$ cat config.mk
export PLATFORM = sky130hd
export DESIGN_NAME = dispatch_router
export DESIGN_NICKNAME = d
export VERILOG_FILES = /design/src/rtl/dispatch_router.sv
export SDC_FILE = /design/constraint.sdc
export NUM_CORES = 1
export LEC_CHECK = 0
export ABC_AREA = 1
export BUFFER_PORTS_ARGS = -buffer_cell sky130_fd_sc_hd__buf_2
export CORE_AREA = 4 4 447 449
export CTS_BUF_LIST = sky130_fd_sc_hd__clkbuf_4 sky130_fd_sc_hd__clkbuf_8
export DETAILED_ROUTE_END_ITERATION = 6
export DIE_AREA = 0 0 451 453
export SKIP_LAST_GASP = 1
export SYNTH_ARGS = -nofsm -noshare
export SYNTH_HDL_FRONTEND = slang
export SYNTH_SLANG_ARGS = --single-unit
$ cat constraint.sdc
create_clock -name i_clk -period 2.6 [get_ports i_clk]
set_input_delay 0.26 -clock i_clk [delete_from_list [all_inputs] [get_ports i_clk]]
set_output_delay 0.26 -clock i_clk [all_outputs]
set_load 0.01 [all_outputs]
$ cat src/rtl/dispatch_router.sv
// rtl/dispatch_router.sv - dispatch buffer routing renamed instructions to RS/LSQ write ports with CDB snoop
// Holds one rename group, writes it in program order into the issue queues, and keeps held operands awake.
package dispatch_pkg;
    localparam int TAG_W  = 6;
    localparam int DATA_W = 32;

    typedef struct packed {
        logic [15:0]       opcode;
        logic [TAG_W-1:0]  dest_tag;
        logic              src1_rdy;
        logic [TAG_W-1:0]  src1_tag;
        logic [DATA_W-1:0] src1_val;
        logic              src2_rdy;
        logic [TAG_W-1:0]  src2_tag;
        logic [DATA_W-1:0] src2_val;
    } instruction_t;

    typedef struct packed {
        logic              is_valid;
        logic [TAG_W-1:0]  dest_tag;
        logic [DATA_W-1:0] result;
    } writeback_packet_t;
endpackage

module dispatch_router
    import dispatch_pkg::*;
#(
    parameter int PIPE_WIDTH = 2,
    parameter int NUM_RS     = 4,
    parameter int SEL_W      = 2,
    parameter int CNT_W      = 32
) (
    input  logic                                         i_clk,
    input  logic                                         i_rst_n,
    input  logic                                         i_flush,
    input  logic [PIPE_WIDTH-1:0]                        i_rename_val,
    input  instruction_t [PIPE_WIDTH-1:0]                i_rename_pkts,
    input  logic [PIPE_WIDTH-1:0][SEL_W-1:0]             i_rename_rs_sel,
    output logic                                         o_rename_rdy,
    input  logic [NUM_RS-1:0][PIPE_WIDTH-1:0]            i_rs_rdys,
    output logic [NUM_RS-1:0][PIPE_WIDTH-1:0]            o_rs_wes,
    output instruction_t [NUM_RS-1:0][PIPE_WIDTH-1:0]    o_rs_issue_ports,
    input  writeback_packet_t [PIPE_WIDTH-1:0]           i_cdb_ports,
    output logic [CNT_W-1:0]                             o_stall_cycles
);
    localparam int CW = $clog2(PIPE_WIDTH + 1);

    logic [PIPE_WIDTH-1:0]                      r_valid;
    instruction_t [PIPE_WIDTH-1:0]              r_pkt;
    logic [PIPE_WIDTH-1:0][SEL_W-1:0]           r_sel;
    logic [CNT_W-1:0]                           r_stall_cycles;

    instruction_t [PIPE_WIDTH-1:0]              w_snooped;
    logic [PIPE_WIDTH-1:0]                      w_disp;
    logic [PIPE_WIDTH-1:0]                      w_sel_bad;
    logic                                       w_all_disp;
    logic                                       w_oldest_stall;
    logic [NUM_RS-1:0][PIPE_WIDTH-1:0]          w_wes;
    instruction_t [NUM_RS-1:0][PIPE_WIDTH-1:0]  w_ports;

    // Lowest-indexed matching CDB port supplies the value for each not-yet-ready source.
    function automatic instruction_t snoop(input instruction_t pkt,
                                           input writeback_packet_t [PIPE_WIDTH-1:0] cdb);
        instruction_t o;
        logic         h1;
        logic         h2;
        o  = pkt;
        h1 = 1'b0;
        h2 = 1'b0;
        for (int p = 0; p < PIPE_WIDTH; p++) begin
            if (!pkt.src1_rdy && !h1 && cdb[p].is_valid && cdb[p].dest_tag == pkt.src1_tag) begin
                o.src1_rdy = 1'b1;
                o.src1_val = cdb[p].result;
                h1         = 1'b1;
            end
            if (!pkt.src2_rdy && !h2 && cdb[p].is_valid && cdb[p].dest_tag == pkt.src2_tag) begin
                o.src2_rdy = 1'b1;
                o.src2_val = cdb[p].result;
                h2         = 1'b1;
            end
        end
        return o;
    endfunction

    always_comb begin
        w_snooped = r_pkt;
        for (int i = 0; i < PIPE_WIDTH; i++) begin
            w_snooped[i] = snoop(r_pkt[i], i_cdb_ports);
        end
    end

    always_comb begin : route
        logic          blocked;
        logic          seen;
        logic          hit;
        logic          go;
        logic [CW-1:0] cnt [NUM_RS];
        blocked        = 1'b0;
        seen           = 1'b0;
        hit            = 1'b0;
        go             = 1'b0;
        w_disp         = '0;
        w_sel_bad      = '0;
        w_wes          = '0;
        w_ports        = '0;
        w_oldest_stall = 1'b0;
        for (int r = 0; r < NUM_RS; r++) begin
            cnt[r] = '0;
        end
        for (int i = 0; i < PIPE_WIDTH; i++) begin
            if (r_valid[i]) begin
                hit = 1'b0;
                go  = 1'b0;
                // cnt[r] is the next free write port of queue r this cycle
                for (int r = 0; r < NUM_RS; r++) begin
                    if (r_sel[i] == SEL_W'(r)) begin
                        hit = 1'b1;
                        for (int c = 0; c < PIPE_WIDTH; c++) begin
                            if (!blocked && cnt[r] == CW'(c) && i_rs_rdys[r][c]) begin
                                go            = 1'b1;
                                w_wes[r][c]   = 1'b1;
                                w_ports[r][c] = w_snooped[i];
                            end
                        end
                        if (go) begin
                            cnt[r] = cnt[r] + CW'(1);
                        end
                    end
                end
                w_sel_bad[i] = !hit;
                w_disp[i]    = go;
                if (!go) begin
                    blocked = 1'b1;
                end
                if (!seen && !go) begin
                    w_oldest_stall = 1'b1;
                end
                seen = 1'b1;
            end
        end
        w_all_disp = ((r_valid & ~w_disp) == '0);
        if (i_flush) begin
            w_wes   = '0;
            w_ports = '0;
        end
    end

    assign o_rename_rdy     = !i_flush && w_all_disp;
    assign o_rs_wes         = w_wes;
    assign o_rs_issue_ports = w_ports;
    assign o_stall_cycles   = r_stall_cycles;

    always_ff @(posedge i_clk or negedge i_rst_n) begin
        if (!i_rst_n) begin
            r_valid        <= '0;
            r_pkt          <= '0;
            r_sel          <= '0;
            r_stall_cycles <= '0;
        end else begin
            if (w_oldest_stall && !i_flush && r_stall_cycles != '1) begin
                r_stall_cycles <= r_stall_cycles + CNT_W'(1);
            end
            if (i_flush) begin
                r_valid <= '0;
            end else if (o_rename_rdy && |i_rename_val) begin
                r_valid <= i_rename_val;
                r_pkt   <= i_rename_pkts;
                r_sel   <= i_rename_rs_sel;
            end else begin
                r_valid <= r_valid & ~w_disp;
                for (int i = 0; i < PIPE_WIDTH; i++) begin
                    if (r_valid[i]) begin
                        r_pkt[i] <= w_snooped[i];
                    end
                end
            end
        end
    end

    // An out-of-range queue select never dispatches; flag it so the upstream bug is visible.
    a_sel_in_range: assert property (@(posedge i_clk) disable iff (!i_rst_n) (w_sel_bad == '0));

endmodule
==> results of run 1 <==
[stage by stage]
stage | hold slack (ps) | instances | util (%) | instance area (sq um) | power [mW]
floorplan | -35.59 | 4478 | - | 24980 | 15.92
global placement | 275.7 | 8676 | 21.14 | 41470 | 35.01
detailed placement | 274.5 | 8676 | 21.14 | 41470 | 35.02
CTS | 3.323 | 9057 | 23.76 | 46610 | 42.21
global route | 60.53 | 9195 | 26.16 | 51320 | 47.54
finish | 27.15 | 9213 | 26.18 | 51360 | 45.67
[per-layer routing]
| layer | vias to the layer above | wire length (um) | GRT usage, % |
|---|---|---|---|
| li1 | 18630 | - | - |
| met1 | 20500 | 101300 | 28.95 |
| met2 | 3120 | 126600 | 40.66 |
| met3 | 760 | 32590 | 8.582 |
| met4 | 18 | 26710 | 18.60 |
| met5 | - | 120 | 0 |
[path summary, 6_finish.rpt]
kind	start	endpoint	depth (start not counted)
setup / recovery	r_pkt[135]	r_pkt[104]	28
hold / removal	i_rename_pkts[177]	r_pkt[177]	5
setup reg to reg	r_pkt[135]	r_pkt[104]	28
hold reg to reg	o_stall_cycles[20]	o_stall_cycles[20]	2
max in group asynchronous	i_rst_n	o_stall_cycles[29]	3
min in group asynchronous	i_rst_n	r_pkt[72]	2
[logic make-up (layout without fill, tap and decap cells)]
logic type	after synthesis	in the layout	synth area share [%]
AND/OR/NAND/NOR	2999	2999	51.89
XOR/XNOR	37	37	1.297
adder cells (fa/ha/maj)	1	1	0.05008
buffers and inverters	744	2803	12.22
AO/OA/AOI/OAI	459	459	10.70
flip-flops	238	238	23.84
other	0	36	0
[worst max-delay path, delay by kind of cell, from the launching register on]
kind / cells / cell delay [ps]
buffers and inverters: 18 / 2250
DFF: 1 / 450
and+or+nand+nor: 10 / 1000
[power breakdown]
| group | internal [mW] | switching, mW |
|---|---|---|
| Combinational | 13.4 | 20.6 |
| Clock | 2.79 | 2.33 |
| Sequential | 5.28 | 1.26 |
| Total | 21.5 | 24.2 |
[cell usage after synthesis (4+ instances only)]
library cell / count
o32ai_1: 13
nand4_1: 187
a21oi_1: 148
inv_1: 322
a211oi_1: 118
nor3_1: 178
buf_1: 38
clkbuf_1: 192
nor2_1: 1038
nor3_2: 8
xnor2_1: 7
xor2_1: 30
nor4_1: 9
nand2_1: 1115
dfrtp_1: 238
buf_4: 32
o21ai_0: 164
nand3b_1: 128
inv_2: 51
nand3_1: 323
buf_2: 106
o211ai_1: 4
o22ai_1: 6
[final cells by class]
type | count | area [sq um] | area share (%)
Sequential cell | 238 | 5967 | 11.62
Tap cell | 2640 | 3303 | 6.431
Clock buffer | 79 | 1006 | 1.959
Multi-Input combinational cell | 3496 | 19160 | 37.31
Clock inverter | 19 | 192.7 | 0.3752
Antenna cell | 36 | 90.09 | 0.1754
Timing Repair Buffer | 2330 | 19960 | 38.86
Inverter | 375 | 1684 | 3.279
[sequential cells by signal, indices dropped and copies added, names as in the netlist]
name,count
r_sel,4
o_stall_cycles,32
r_valid,2
r_pkt,200
[what timing repair did]
action | in CTS | in global routing
endpoints found under the setup margin | 952 | 1045
hold endpoints to repair | 372 | 0
hold buffers | 220 | 0
buffers inserted | 61 | 116
resized for setup | 321 | 906
pin swaps | 63 | 169
gates cloned | 3 | 32
==> flow_metrics.py, run 1 <==
metrics = {
    "clock_tree": {
        "cts_root_buffer": "clkbuf_8",
        "htree_levels": 2,
        "clk_pin_slew_ps": 60,
        "clock-sinks": 238,
        "cts_tree": "done",
        "clock_latency_ps": 830,
        "numCtsBuffers": 54,
        "cts_max_path_buffers": 3,
    },
    "detailed_routing": {
        "drtAntennaViolNets": 0,
        "drtIter0Drc": 5221,
        "vias_per_cell": 4.670,
        "dr.pass1.iters": 6,
        "route.detailed.drc": 0,
        "totalWireLength_um": 287300,
        "wl_per_cell_um": 31.19,
        "vias": 43030,
    },
    "synth": {
        "synth_top_area_share_pct": 23.84,
        "syn_inst": 4478,
        "synth_edf_count": 0,
        "synthArstFlopShare_pct": 100.0,
        "synth_top_cells_by_area": "dfrtp_1 24%, nand2_1 17%, nor2_1 16%, nand3_1 6.5%, inv_1 4.8%",
        "syn_nets": 4774,
        "ys_types": 38,
        "yosys.area.top_type": "dfrtp_1",
        "synth_ff_type": "dfrtp_1",
        "synth_area_sq_mm": 0.02498,
        "synth.ff_latch_count": 238,
        "yosysSeqAreaShare_pct": 23.84,
        "synth.avg_cell_area_sq_um": 5.579,
        "yosys_warnings": 0,
    },
    "run_status": {
        "failed_checks": "setup timing",
        "outcome": "complete, but fails checks",
    },
    "timing": {
        "setup_viol": 991,
        "fin_worst_skew_ps": 106.9,
        "period_share_pct": 145.5,
        "fmax_mhz": 264.3,
        "slew_headroom_pct": 11.92,
        "rsz0062_at_grt": "true",
        "slew_viol_final": 0,
        "setup_slack_ps": -1183,
        "fin_crit_ps": 3783,
        "tightestPinTransition_ps": 1321,
        "hold_viol": 0,
        "setup_tns_ps": -665430,
    },
    "place": {
        "port_buffers": 1135,
        "hpwl_um": 227900,
        "place_ws_ps": -1166,
        "gp_congestion": 1.025,
    },
    "die": {
        "die_w_um": 451,
        "rows": 163,
        "die_h_um": 453,
        "initial_core_util_pct": 12.73,
        "ios": 1136,
        "die_area_sq_mm": 0.2043,
        "core-area_sq_mm": 0.1962,
    },
    "worst_setup_path": {
        "start_kind": "register",
        "cp_max_fo": 6,
        "required_ps": 3300,
        "ff2ff_setup_slack_ps": -1180,
        "arrival_ps": 4480,
        "cp_slowest_cell": "dfrtp_2",
        "crit_path_frequent_cell": "buf_4",
        "cpPeakStageDelay_ps": 450,
        "critPathKind": "reg -> reg",
        "cp-end-kind": "register",
    },
    "global_route": {
        "grt_overflow_total": 0,
        "antenna_found_initial": 44,
        "grt_usage_pct": 25.70,
        "grt_pass1_vias": 38210,
        "grt_max_degree": 113,
        "grt_pass1_wl_um": 356600,
    },
    "run": {
        "cap_violations": 0,
    },
    "final_layout": {
        "layout_commonest_cell": "buf_2",
        "final_nets": 6791,
        "syn2layout_area_growth_pct": 105.6,
        "layout_common_cells": "1016 x buf_2, 919 x nor2_1, 911 x nand2_1",
        "drive_above_1_share_pct": 43.22,
        "fill_cells": 21840,
    },
    "power": {
        "pwr_density_cell_mw_per_mm2": 889.1,
        "p_leak_nw": 26.25,
        "ir_drop_mv": 0.6995,
    },
    "worst_hold_path": {
        "hold_path.class": "in -> reg",
    },
}
No activity file was read; power rests on OpenSTA's default activity.
==> inputs of run 2 (changes only) <==
PLACE_DENSITY = 0.34   (was not set)
clock period = 3.7 ns   (was 2.6 ns; I/O delays follow)
==> flow_metrics.py, run 2 (same netlist as run 1, synthesis figures left out) <==
metrics = {
    "timing": {
        "fmax_mhz": 274.4,
        "fin_crit_ps": 3644,
        "tightestPinTransition_ps": 1230,
        "hold_viol": 0,
        "setup_viol": 0,
        "whs_ps": 75.93,
        "period_share_pct": 98.48,
        "slew_headroom_pct": 17.99,
        "slew_viol_final": 0,
        "rsz0062_at_grt": "true",
        "fin_worst_skew_ps": 68.66,
    },
    "worst_setup_path": {
        "ff2ff_setup_slack_ps": 700,
        "start_kind": "register",
        "path_buf_inv": 5,
        "cp_cell_sequence": "inv_4, nor2_1, nor4_4, buf_6, nand2_8, nand3_4, bufbuf_16, nand2_1, nand2_1, buf_12, nor2_1, nor3_2, buf_2",
        "cpPeakStageDelay_ps": 490,
        "cp-end-kind": "output pin",
        "cp_max_fo": 7,
        "critPathKind": "reg -> out",
        "arrival_ps": 3270,
        "required_ps": 3330,
        "cp_slowest_cell": "dfrtp_2",
        "crit_family": "simple AND/OR/NAND/NOR gates",
    },
    "final_layout": {
        "regMostFlops": "r_pkt",
        "syn2layout_area_growth_pct": 71.62,
        "final_nets": 6181,
        "multi_input_area_sq_mm": 0.01752,
        "final_cells": 8615,
        "layout_commonest_cell": "buf_2",
        "layout_common_cells": "1086 x buf_2, 985 x nand2_1, 975 x nor2_1",
        "largest_reg_flops": 200,
        "drive_above_1_share_pct": 35.20,
        "regArea_sq_mm": 0.005978,
        "stdcell_area_sq_mm": 0.04287,
        "fill_cells": 22740,
    },
    "place": {
        "dp.cells": 8136,
        "port_buffers": 1135,
        "place_area_sq_mm": 0.03542,
        "gp_congestion": 0.8969,
        "hpwl_um": 205800,
    },
    "die": {
        "rows": 163,
        "die_h_um": 453,
        "die_w_um": 451,
        "die_area_sq_mm": 0.2043,
        "core-area_sq_mm": 0.1962,
        "ios": 1136,
        "initial_core_util_pct": 12.73,
    },
    "clock_tree": {
        "htree_levels": 2,
        "clock_latency_ps": 770,
        "cts_root_buffer": "clkbuf_8",
        "cts_tree": "done",
        "numCtsBuffers": 59,
        "clock-sinks": 238,
        "clk_pin_slew_ps": 60,
        "cts_max_path_buffers": 3,
    },
    "power": {
        "ir_drop_mv": 0.3242,
        "p_leak_nw": 22.44,
        "power_mw": 26.76,
        "pwr_density_cell_mw_per_mm2": 624.2,
    },
    "detailed_routing": {
        "drtAntennaViolNets": 0,
        "dr.pass1.iters": 5,
        "drtIter0Drc": 4191,
        "vias_per_cell": 4.572,
        "route.detailed.drc": 0,
        "vias": 39390,
        "wl_per_cell_um": 31.93,
        "totalWireLength_um": 275100,
    },
    "global_route": {
        "grt_pass1_wl_um": 347700,
        "grt_pass1_vias": 36390,
        "grt_overflow_total": 0,
        "grt_max_degree": 136,
        "grt_usage_pct": 24.90,
        "antenna_found_initial": 52,
    },
    "run": {
        "cap_violations": 0,
    },
    "run_status": {
        "outcome": "finished, final reports clean",
    },
    "worst_hold_path": {
        "hold_path.class": "in -> reg",
    },
}
run 2: final cells by class:
type,count,area share [%]
well taps,2640,7.704
clock buffers,99,2.988
multi-input cells,3496,40.87
repair buffers,1714,29.88
diodes,40,0.2335
repair inverters,1,0.02043
inverters,375,4.065
flip-flops and latches,238,13.94
clock inverters,12,0.2977
run 2: report_power, final:
part           internal (mW)  switching (mW)
Sequential              3.72           0.888
Clock                   2.32            1.76
Combinational           5.75            12.3
Total                   11.8            15.0
run 2: stage by stage:
stage                     worst slack, ps  utilization, %  TNS (ps)
after floorplan                      1373               -         0
after global placement             -73.09           18.06    -73.09
after detailed placement           -43.37           18.06    -43.37
after CTS                          -76.14           20.95     -2802
after global routing               -82.82           21.82     -1025
final                               56.20           21.85         0
run 2: final timing paths:
kind / from / to / cells after the start
worst min register to register: r_pkt[48] / r_pkt[48] / 3
min in group asynchronous: i_rst_n / r_pkt[111] / 2
worst max register to register: r_sel[1] / r_pkt[111] / 16
worst max-delay path: r_pkt[136] / o_rs_issue_ports[427] / 13
max in group asynchronous: i_rst_n / r_pkt[63] / 3
worst min-delay path: i_rename_pkts[30] / r_pkt[30] / 5
run 2: timing repair:
action,in CTS,in global routing
resized for setup,428,251
cloned,12,17
endpoints found under the setup margin,650,465
pin swaps,65,87
hold buffers,178,0
buffers inserted,70,54
hold endpoints to repair,248,0
run 2: layer usage:
layer	part of all wire, %	vias up	track usage, %	wire (um)
li1	-	17380	-	-
met1	40	19420	30.18	109100
met2	47	2075	41.75	130100
met3	6.8	494	4.638	18720
met4	6.2	16	13.24	17120
met5	0.039	-	0	107
run 2: tightest hold or removal path: stages:
cell and delay [ps]:
buf_2 110, nand4_1 160, nand2_1 70, nand2_1 50
inv_1 30
